<file path="config.mk">
export PLATFORM = sky130hd
export DESIGN_NAME = alu_exec_unit
export DESIGN_NICKNAME = d
export VERILOG_FILES = /design/src/rtl/alu_pkg.sv /design/src/rtl/alu_op_decode.sv /design/src/rtl/alu_exec_unit.sv
export SDC_FILE = /design/constraint.sdc
export NUM_CORES = 2
export LEC_CHECK = 0
export ABC_AREA = 1
export BUFFER_PORTS_ARGS = -buffer_cell sky130_fd_sc_hd__buf_2
export CAP_MARGIN = 20
export CORE_UTILIZATION = 35
export DETAILED_ROUTE_END_ITERATION = 10
export PLACE_DENSITY = 0.55
export SETUP_SLACK_MARGIN = 0.15
export SLEW_MARGIN = 20
export SYNTH_ARGS = -nofsm -noshare
export SYNTH_HDL_FRONTEND = slang
export SYNTH_HIERARCHICAL = 1
export SYNTH_SLANG_ARGS = --single-unit
</file>
<file path="constraint.sdc">
create_clock -name clk -period 18.2 [get_ports clk]
set_clock_uncertainty 0.2 [all_clocks]
set_input_delay 1.82 -clock clk [delete_from_list [all_inputs] [get_ports clk]]
set_output_delay 1.82 -clock clk [all_outputs]
set_load 0.01 [all_outputs]
</file>
<file path="src/rtl/alu_pkg.sv">
// Shared encodings for the execute-stage ALU: legacy ALUop/funct codes,
// the internal operation enum and the execute-unit state machine states.
package alu_pkg;

  localparam logic [1:0] ALUOP_ADD   = 2'b00;
  localparam logic [1:0] ALUOP_SUB   = 2'b01;
  localparam logic [1:0] ALUOP_FUNCT = 2'b10;
  localparam logic [1:0] ALUOP_ILL   = 2'b11;

  localparam logic [5:0] F_ADD   = 6'b100000;
  localparam logic [5:0] F_SUB   = 6'b100010;
  localparam logic [5:0] F_AND   = 6'b100100;
  localparam logic [5:0] F_OR    = 6'b100101;
  localparam logic [5:0] F_XOR   = 6'b100110;
  localparam logic [5:0] F_NOR   = 6'b100111;
  localparam logic [5:0] F_SLT   = 6'b101010;
  localparam logic [5:0] F_SLTU  = 6'b101011;
  localparam logic [5:0] F_SLL   = 6'b000000;
  localparam logic [5:0] F_SRL   = 6'b000010;
  localparam logic [5:0] F_SRA   = 6'b000011;
  localparam logic [5:0] F_MFHI  = 6'b010000;
  localparam logic [5:0] F_MFLO  = 6'b010010;
  localparam logic [5:0] F_MULT  = 6'b011000;
  localparam logic [5:0] F_MULTU = 6'b011001;
  localparam logic [5:0] F_DIV   = 6'b011010;
  localparam logic [5:0] F_DIVU  = 6'b011011;

  // 4-bit control lines still consumed by the existing datapath
  localparam logic [3:0] CTRL_AND  = 4'b0000;
  localparam logic [3:0] CTRL_OR   = 4'b0001;
  localparam logic [3:0] CTRL_ADD  = 4'b0010;
  localparam logic [3:0] CTRL_SUB  = 4'b0110;
  localparam logic [3:0] CTRL_SLT  = 4'b0111;
  localparam logic [3:0] CTRL_NONE = 4'b1111;

  typedef enum logic [4:0] {
    OP_ADD, OP_SUB, OP_AND, OP_OR, OP_XOR, OP_NOR, OP_SLT, OP_SLTU,
    OP_SLL, OP_SRL, OP_SRA, OP_MFHI, OP_MFLO, OP_MULT, OP_MULTU,
    OP_DIV, OP_DIVU, OP_ILL
  } alu_op_e;

  typedef enum logic [1:0] {ST_IDLE, ST_MUL, ST_DIV, ST_DONE} alu_state_e;

  function automatic logic op_is_signed(alu_op_e op);
    return (op == OP_MULT) || (op == OP_DIV);
  endfunction

endpackage

</file>
<file path="src/rtl/alu_op_decode.sv">
// Combinational decode of (ALUop, funct) into the internal op, plus the
// legacy 4-bit ALU control lines for the older datapath.
module alu_op_decode
  import alu_pkg::*;
(
  input  logic [1:0] alu_op,
  input  logic [5:0] funct,
  output alu_op_e    op,
  output logic [3:0] alu_ctrl,
  output logic       is_multicycle,
  output logic       illegal
);

  always_comb begin
    op = OP_ILL;
    case (alu_op)
      ALUOP_ADD: op = OP_ADD;
      ALUOP_SUB: op = OP_SUB;
      ALUOP_FUNCT: begin
        case (funct)
          F_ADD:   op = OP_ADD;
          F_SUB:   op = OP_SUB;
          F_AND:   op = OP_AND;
          F_OR:    op = OP_OR;
          F_XOR:   op = OP_XOR;
          F_NOR:   op = OP_NOR;
          F_SLT:   op = OP_SLT;
          F_SLTU:  op = OP_SLTU;
          F_SLL:   op = OP_SLL;
          F_SRL:   op = OP_SRL;
          F_SRA:   op = OP_SRA;
          F_MFHI:  op = OP_MFHI;
          F_MFLO:  op = OP_MFLO;
          F_MULT:  op = OP_MULT;
          F_MULTU: op = OP_MULTU;
          F_DIV:   op = OP_DIV;
          F_DIVU:  op = OP_DIVU;
          default: op = OP_ILL;
        endcase
      end
      ALUOP_ILL: op = OP_ILL;
      default:   op = OP_ILL;
    endcase
  end

  always_comb begin
    alu_ctrl = CTRL_NONE;
    case (op)
      OP_ADD:  alu_ctrl = CTRL_ADD;
      OP_SUB:  alu_ctrl = CTRL_SUB;
      OP_AND:  alu_ctrl = CTRL_AND;
      OP_OR:   alu_ctrl = CTRL_OR;
      OP_SLT:  alu_ctrl = CTRL_SLT;
      default: alu_ctrl = CTRL_NONE;
    endcase
  end

  assign is_multicycle = op inside {OP_MULT, OP_MULTU, OP_DIV, OP_DIVU};
  assign illegal       = (op == OP_ILL);

endmodule

</file>
<file path="src/rtl/alu_exec_unit.sv">
// Execute-stage ALU: decodes, computes and registers one op per handshake.
// mult/div iterate one bit per cycle on a shared adder into HI/LO.
module alu_exec_unit
  import alu_pkg::*;
#(
  parameter int WIDTH = 32,
  parameter int SHW   = $clog2(WIDTH)
) (
  input  logic             clk,
  input  logic             rst,
  input  logic             in_valid,
  output logic             in_ready,
  input  logic [1:0]       ALUop,
  input  logic [5:0]       inst_funct,
  input  logic [SHW-1:0]   shamt,
  input  logic [WIDTH-1:0] a,
  input  logic [WIDTH-1:0] b,
  output logic             out_valid,
  input  logic             out_ready,
  output logic [WIDTH-1:0] result,
  output logic             zero,
  output logic             err,
  output logic [WIDTH-1:0] hi,
  output logic [WIDTH-1:0] lo
);

  localparam logic [SHW-1:0] CNT_LAST = SHW'(WIDTH - 1);

  alu_state_e state_reg, state_next, start_state;
  alu_op_e    dec_op, op_reg;
  logic [3:0] dec_ctrl;
  logic       dec_multi, dec_illegal, accept;

  logic [WIDTH-1:0] a_reg, b_reg, d_reg, p_hi_reg, p_lo_reg;
  logic [SHW-1:0]   cnt_reg;
  logic             prep_reg, qneg_reg, rneg_reg;
  logic [WIDTH-1:0] result_reg, hi_reg, lo_reg;
  logic             zero_reg, err_reg;

  alu_op_decode u_decode (
    .alu_op        (ALUop),
    .funct         (inst_funct),
    .op            (dec_op),
    .alu_ctrl      (dec_ctrl),
    .is_multicycle (dec_multi),
    .illegal       (dec_illegal)
  );

  // A finished result can be drained and replaced in the same cycle
  assign in_ready  = (state_reg == ST_IDLE) || ((state_reg == ST_DONE) && out_ready);
  assign accept    = in_valid && in_ready;
  assign out_valid = (state_reg == ST_DONE);
  assign result    = result_reg;
  assign zero      = zero_reg;
  assign err       = err_reg;
  assign hi        = hi_reg;
  assign lo        = lo_reg;

  // Single-cycle datapath; the legacy control lines still drive add/sub/and/or/slt
  logic [WIDTH-1:0] legacy_res, sc_result;

  always_comb begin
    legacy_res = '0;
    case (dec_ctrl)
      CTRL_AND: legacy_res = a & b;
      CTRL_OR:  legacy_res = a | b;
      CTRL_ADD: legacy_res = a + b;
      CTRL_SUB: legacy_res = a - b;
      CTRL_SLT: legacy_res = {{(WIDTH-1){1'b0}}, $signed(a) < $signed(b)};
      default:  legacy_res = '0;
    endcase
  end

  always_comb begin
    sc_result = '0;
    case (dec_op)
      OP_ADD, OP_SUB, OP_AND, OP_OR, OP_SLT: sc_result = legacy_res;
      OP_XOR:  sc_result = a ^ b;
      OP_NOR:  sc_result = ~(a | b);
      OP_SLTU: sc_result = {{(WIDTH-1){1'b0}}, a < b};
      OP_SLL:  sc_result = b << shamt;
      OP_SRL:  sc_result = b >> shamt;
      OP_SRA:  sc_result = $signed(b) >>> shamt;
      OP_MFHI: sc_result = hi_reg;
      OP_MFLO: sc_result = lo_reg;
      default: sc_result = '0;
    endcase
  end

  always_comb begin
    start_state = ST_DONE;
    if (dec_op == OP_MULT || dec_op == OP_MULTU)
      start_state = ST_MUL;
    else if (dec_op == OP_DIV || dec_op == OP_DIVU)
      start_state = ST_DIV;
  end

  // Shared adder: shift-add for MUL, trial subtract for DIV
  logic [WIDTH-1:0] add_x, add_y;
  logic             add_sub;
  logic [WIDTH:0]   add_sum;

  always_comb begin
    add_x   = p_hi_reg;
    add_y   = p_lo_reg[0] ? d_reg : '0;
    add_sub = 1'b0;
    if (state_reg == ST_DIV) begin
      add_x   = {p_hi_reg[WIDTH-2:0], p_lo_reg[WIDTH-1]};
      add_y   = d_reg;
      add_sub = 1'b1;
    end
  end

  assign add_sum = {1'b0, add_x} + {1'b0, add_sub ? ~add_y : add_y} + {{WIDTH{1'b0}}, add_sub};

  logic             div_ge;
  logic [WIDTH-1:0] iter_hi_n, iter_lo_n;

  // Carry out of the shifted-away remainder bit also means "fits"
  assign div_ge = p_hi_reg[WIDTH-1] | add_sum[WIDTH];

  always_comb begin
    if (state_reg == ST_DIV) begin
      iter_hi_n = div_ge ? add_sum[WIDTH-1:0] : add_x;
      iter_lo_n = {p_lo_reg[WIDTH-2:0], div_ge};
    end else begin
      iter_hi_n = add_sum[WIDTH:1];
      iter_lo_n = {add_sum[0], p_lo_reg[WIDTH-1:1]};
    end
  end

  // Magnitude conversion and final sign fix-up
  logic             sgn, a_neg, b_neg;
  logic [WIDTH-1:0] a_mag, b_mag;
  logic [2*WIDTH-1:0] prod_mag, prod_fix;
  logic [WIDTH-1:0] fin_hi, fin_lo;
  logic             fin_err;

  assign sgn      = op_is_signed(op_reg);
  assign a_neg    = sgn & a_reg[WIDTH-1];
  assign b_neg    = sgn & b_reg[WIDTH-1];
  assign a_mag    = a_neg ? -a_reg : a_reg;
  assign b_mag    = b_neg ? -b_reg : b_reg;
  assign prod_mag = {iter_hi_n, iter_lo_n};
  assign prod_fix = qneg_reg ? -prod_mag : prod_mag;

  always_comb begin
    fin_hi  = prod_fix[2*WIDTH-1:WIDTH];
    fin_lo  = prod_fix[WIDTH-1:0];
    fin_err = 1'b0;
    if (state_reg == ST_DIV) begin
      if (b_reg == '0) begin
        fin_hi  = a_reg;
        fin_lo  = '1;
        fin_err = 1'b1;
      end else begin
        fin_hi = rneg_reg ? -iter_hi_n : iter_hi_n;
        fin_lo = qneg_reg ? -iter_lo_n : iter_lo_n;
      end
    end
  end

  always_comb begin
    state_next = state_reg;
    case (state_reg)
      ST_IDLE:        if (accept) state_next = start_state;
      ST_MUL, ST_DIV: if (!prep_reg && cnt_reg == CNT_LAST) state_next = ST_DONE;
      ST_DONE:        if (out_ready) state_next = accept ? start_state : ST_IDLE;
      default:        state_next = ST_IDLE;
    endcase
  end

  always_ff @(posedge clk or posedge rst) begin
    if (rst) state_reg <= ST_IDLE;
    else     state_reg <= state_next;
  end

  always_ff @(posedge clk or posedge rst) begin
    if (rst) begin
      op_reg     <= OP_ADD;
      a_reg      <= '0;
      b_reg      <= '0;
      d_reg      <= '0;
      p_hi_reg   <= '0;
      p_lo_reg   <= '0;
      cnt_reg    <= '0;
      prep_reg   <= 1'b0;
      qneg_reg   <= 1'b0;
      rneg_reg   <= 1'b0;
      result_reg <= '0;
      zero_reg   <= 1'b1;
      err_reg    <= 1'b0;
      hi_reg     <= '0;
      lo_reg     <= '0;
    end else if (accept) begin
      if (dec_multi) begin
        op_reg   <= dec_op;
        a_reg    <= a;
        b_reg    <= b;
        prep_reg <= 1'b1;
        cnt_reg  <= '0;
      end else begin
        result_reg <= sc_result;
        zero_reg   <= (sc_result == '0);
        err_reg    <= dec_illegal;
      end
    end else if (state_reg == ST_MUL || state_reg == ST_DIV) begin
      if (prep_reg) begin
        prep_reg <= 1'b0;
        p_hi_reg <= '0;
        d_reg    <= (state_reg == ST_MUL) ? a_mag : b_mag;
        p_lo_reg <= (state_reg == ST_MUL) ? b_mag : a_mag;
        qneg_reg <= a_neg ^ b_neg;
        rneg_reg <= a_neg;
      end else begin
        p_hi_reg <= iter_hi_n;
        p_lo_reg <= iter_lo_n;
        cnt_reg  <= cnt_reg + SHW'(1);
        if (cnt_reg == CNT_LAST) begin
          cnt_reg    <= '0;
          hi_reg     <= fin_hi;
          lo_reg     <= fin_lo;
          result_reg <= fin_lo;
          zero_reg   <= (fin_lo == '0);
          err_reg    <= fin_err;
        end
      end
    end
  end

endmodule

</file>
==> impl_metrics.py <==
metrics = {
    "outcome": {
        "run_status": "finished clean",
    },
    "global_route": {
        "antenna_found_initial": 10,
        "grt_pass1_wl_um": 247000,
        "grt_pass1_vias": 35200,
        "pin_count_of_the_biggest_net_entering_global_routing": 92,
        "global_route.overflow_total": 0,
        "grtUsageTotal": 0.375,
    },
    "flow_run": {
        "max_cap_violations": 0,
    },
    "detailed_routing": {
        "num_vias": 38000,
        "route.detailed.wl_per_inst_um": 26.5,
        "viasPerCell": 5.80,
        "postRouteWirelength_um": 173000,
        "drt_first_pass_iters": 8,
        "detail_route.drc_violations": 0,
        "remaining_antenna_violation_count": 0,
        "drtIter0Drc": 5013,
    },
    "placement": {
        "port-buffer-count": 180,
        "place_inst": 6479,
        "place.detailed.hpwl_um": 142000,
        "gpl_wtd_cong": 1.05,
    },
    "clock_tree": {
        "cts.sinks": 272,
        "tritoncts_clock_tree": "done",
        "clkTransAtPathRegs_ps": 60,
        "postCtsResizedCells": 0,
        "cts.hold.buffers_added": 0,
        "cts-htree-levels": 2,
        "worst_skew_pair.late_latency_ps": 570,
        "cts_buffers": 35,
        "post_cts_buffers": 0,
        "cts_root_buf": "clkbuf_16",
        "clock_tree.buffer_depth": 3,
    },
    "floorplan": {
        "die_width_um": 300,
        "die_area_um2": 90200,
        "initial_core_util": 0.353,
        "io-pin-count": 181,
        "floorplan.rows": 109,
        "design.core.area_um2": 88200,
        "die_y_um": 300,
    },
    "sta": {
        "fmax_mhz": 131,
        "max_slew_margin_vs_limit": 0.152,
        "post-route-min-period_ps": 7630,
        "min_period_over_period": 0.419,
        "rsz_0062_raised_after_global_routing": "false",
        "setup-tns-final_ps": 0,
        "finalMaxSlewViolations": 0,
        "max_slew.worst_pin.slew_ps": 1260,
        "timing.final.hold_violations": 0,
        "setup_viol_count_final": 0,
    },
    "synth": {
        "netlist_instances": 5314,
        "dominantRegCellSynth": "dfrtp_1",
        "synth.ff_latch_count": 272,
        "postSynthNetCount": 5541,
        "synth_enable_flop_cells": 0,
        "synth_cell_type_count": 63,
        "post_synth.cell_area_avg_um2": 5.87,
        "synth_warnings": 6,
        "sequential_cell_area_fraction_in_the_yosys_report": 0.218,
        "asyncSetResetFlopFracSynth": 1.00,
        "synthesis.area_um2": 31200,
    },
    "pwr": {
        "power-per-cell-area_nw_per_um2": 190,
        "ir_worst_vdd_uv": 144,
        "sequential_fraction_of_design_power": 0.178,
        "power_switching_share": 0.616,
        "p_total_mw": 6.50,
        "power.internal_mw": 2.50,
        "p_leak_nw": 17.1,
        "pwr-share-comb": 0.714,
        "total_switching_power_mw": 4.00,
        "power_frac_clock": 0.108,
    },
    "worst_setup_path": {
        "worst_path_most_repeated_cell": "nand2_1",
        "data_arrival_time_at_the_worst_slack_endpoint_ps": 7890,
        "critical-path-max-stage-delay_ps": 550,
        "critPathLaunchType": "flop",
        "critical_path_class": "reg -> reg",
        "critical-path-slowest-cell": "clkinv_2",
        "critical_path.max_fanout": 67,
        "worstSetupEndpointType": "flop",
        "worst-endpoint-required_ps": 18460,
    },
    "cells_and_area": {
        "syn_to_final_growth_pct": 9.64,
        "final_common_cell": "nand2_1",
        "area.sequential_um2": 6810,
        "layout_common_cells": "nand2_1, inv_1, o21ai_0",
        "multiInputGateArea_um2": 20900,
        "layout.filler_cells": 9950,
        "design.final.nets": 5578,
        "drive_above_1_share": 0.0811,
        "layout.cells.non_filler": 6541,
    },
    "worst_hold_path": {
        "min_delay_worst_type": "reg -> reg",
    },
}
==> worst max-delay path, delay by kind of cell (launching register included) <==
kind	cells	cell delay, ps
flip-flops	1	400
AO/OA/AOI/OAI	3	560
buffers and inverters	7	2020
adder cells (fa/ha/maj)	3	860
AND/OR/NAND/NOR	21	3360
==> power by group through the flow <==
| stage | clock [mW] | combinational [mW] | sequential [mW] |
|---|---|---|---|
| floorplan | 0 | 2.95 | 1.03 |
| global placement | 0 | 4.53 | 1.15 |
| detailed placement | 0 | 4.53 | 1.15 |
| CTS | 0.714 | 4.54 | 1.14 |
| global route | 0.737 | 5.00 | 1.17 |
| finish | 0.704 | 4.64 | 1.16 |
==> layer usage <==
| layer | wire length [um] | global-route usage | vias to the layer above |
|---|---|---|---|
| li1 | - | - | 17500 |
| met1 | 69600 | 0.490 | 18000 |
| met2 | 74300 | 0.573 | 2010 |
| met3 | 18400 | 0.0844 | 434 |
| met4 | 11000 | 0.203 | 20 |
| met5 | 133 | 0 | - |
==> cells by family after synthesis <==
kind of cell / after synthesis / share of synthesized area
compound gates: 1108 / 0.201
xor+xnor: 103 / 0.0289
fa+ha+maj: 146 / 0.0593
buf+inv: 912 / 0.112
flops: 272 / 0.218
mux: 16 / 0.00514
simple gates: 2757 / 0.374
==> cell usage after synthesis, types with 24 or more instances <==
library cell,n,share of area
nand2_1,1566,0.19
inv_1,654,0.079
o21ai_0,581,0.093
nor2_1,504,0.061
nand3_1,399,0.064
dfrtp_1,271,0.22
a21oi_1,209,0.034
clkbuf_1,169,0.020
ha_1,143,0.057
xor2_1,92,0.026
nand4_1,70,0.014
o22ai_1,62,0.012
nor3_1,50,0.0080
o211ai_1,46,0.011
nand2_2,40,0.0080
o221ai_1,38,0.011
buf_1,31,0.0037
nand3b_1,31,0.0075
nor2_2,27,0.0054
o21ai_1,27,0.0043
a31oi_1,24,0.0048
buf_2,24,0.0039
==> cell type report <==
cell class,instances,area share
antenna,2,0.000146
tap,1165,0.0427
clock buffer,46,0.0274
timing repair buffer,232,0.0378
multi-input combinational,4130,0.613
clock inverter,14,0.00524
inverter,680,0.0749
sequential,272,0.199
==> path summary, 6_finish.rpt <==
path,start,end,slack [ps],depth (start not counted)
setup / recovery,state_reg[0]$_DFFE_PP0P_,hi[20]$_DFFE_PP0P_,10570,34
hold / removal,result[9]$_DFFE_PP0P_,result[9]$_DFFE_PP0P_,280,2
setup reg to reg,state_reg[0]$_DFFE_PP0P_,hi[20]$_DFFE_PP0P_,10570,34
hold reg to reg,result[9]$_DFFE_PP0P_,result[9]$_DFFE_PP0P_,280,2
max in group asynchronous,rst,result[13]$_DFFE_PP0P_,14400,4
min in group asynchronous,rst,d_reg[5]$_DFFE_PP0P_,1120,2
==> through the flow <==
stage	hold WS (ps)	util	instance area (um2)	worst slack [ps]
2_1_floorplan	253	-	31200	8690
3_3_place_gp	264	0.375	33100	10840
3_5_place_dp	267	0.375	33100	10740
4_1_cts	283	0.387	34200	10720
5_1_grt	298	0.387	34200	9990
6_report	279	0.387	34200	10570
Note: power is estimated with default switching activity, not from simulation.
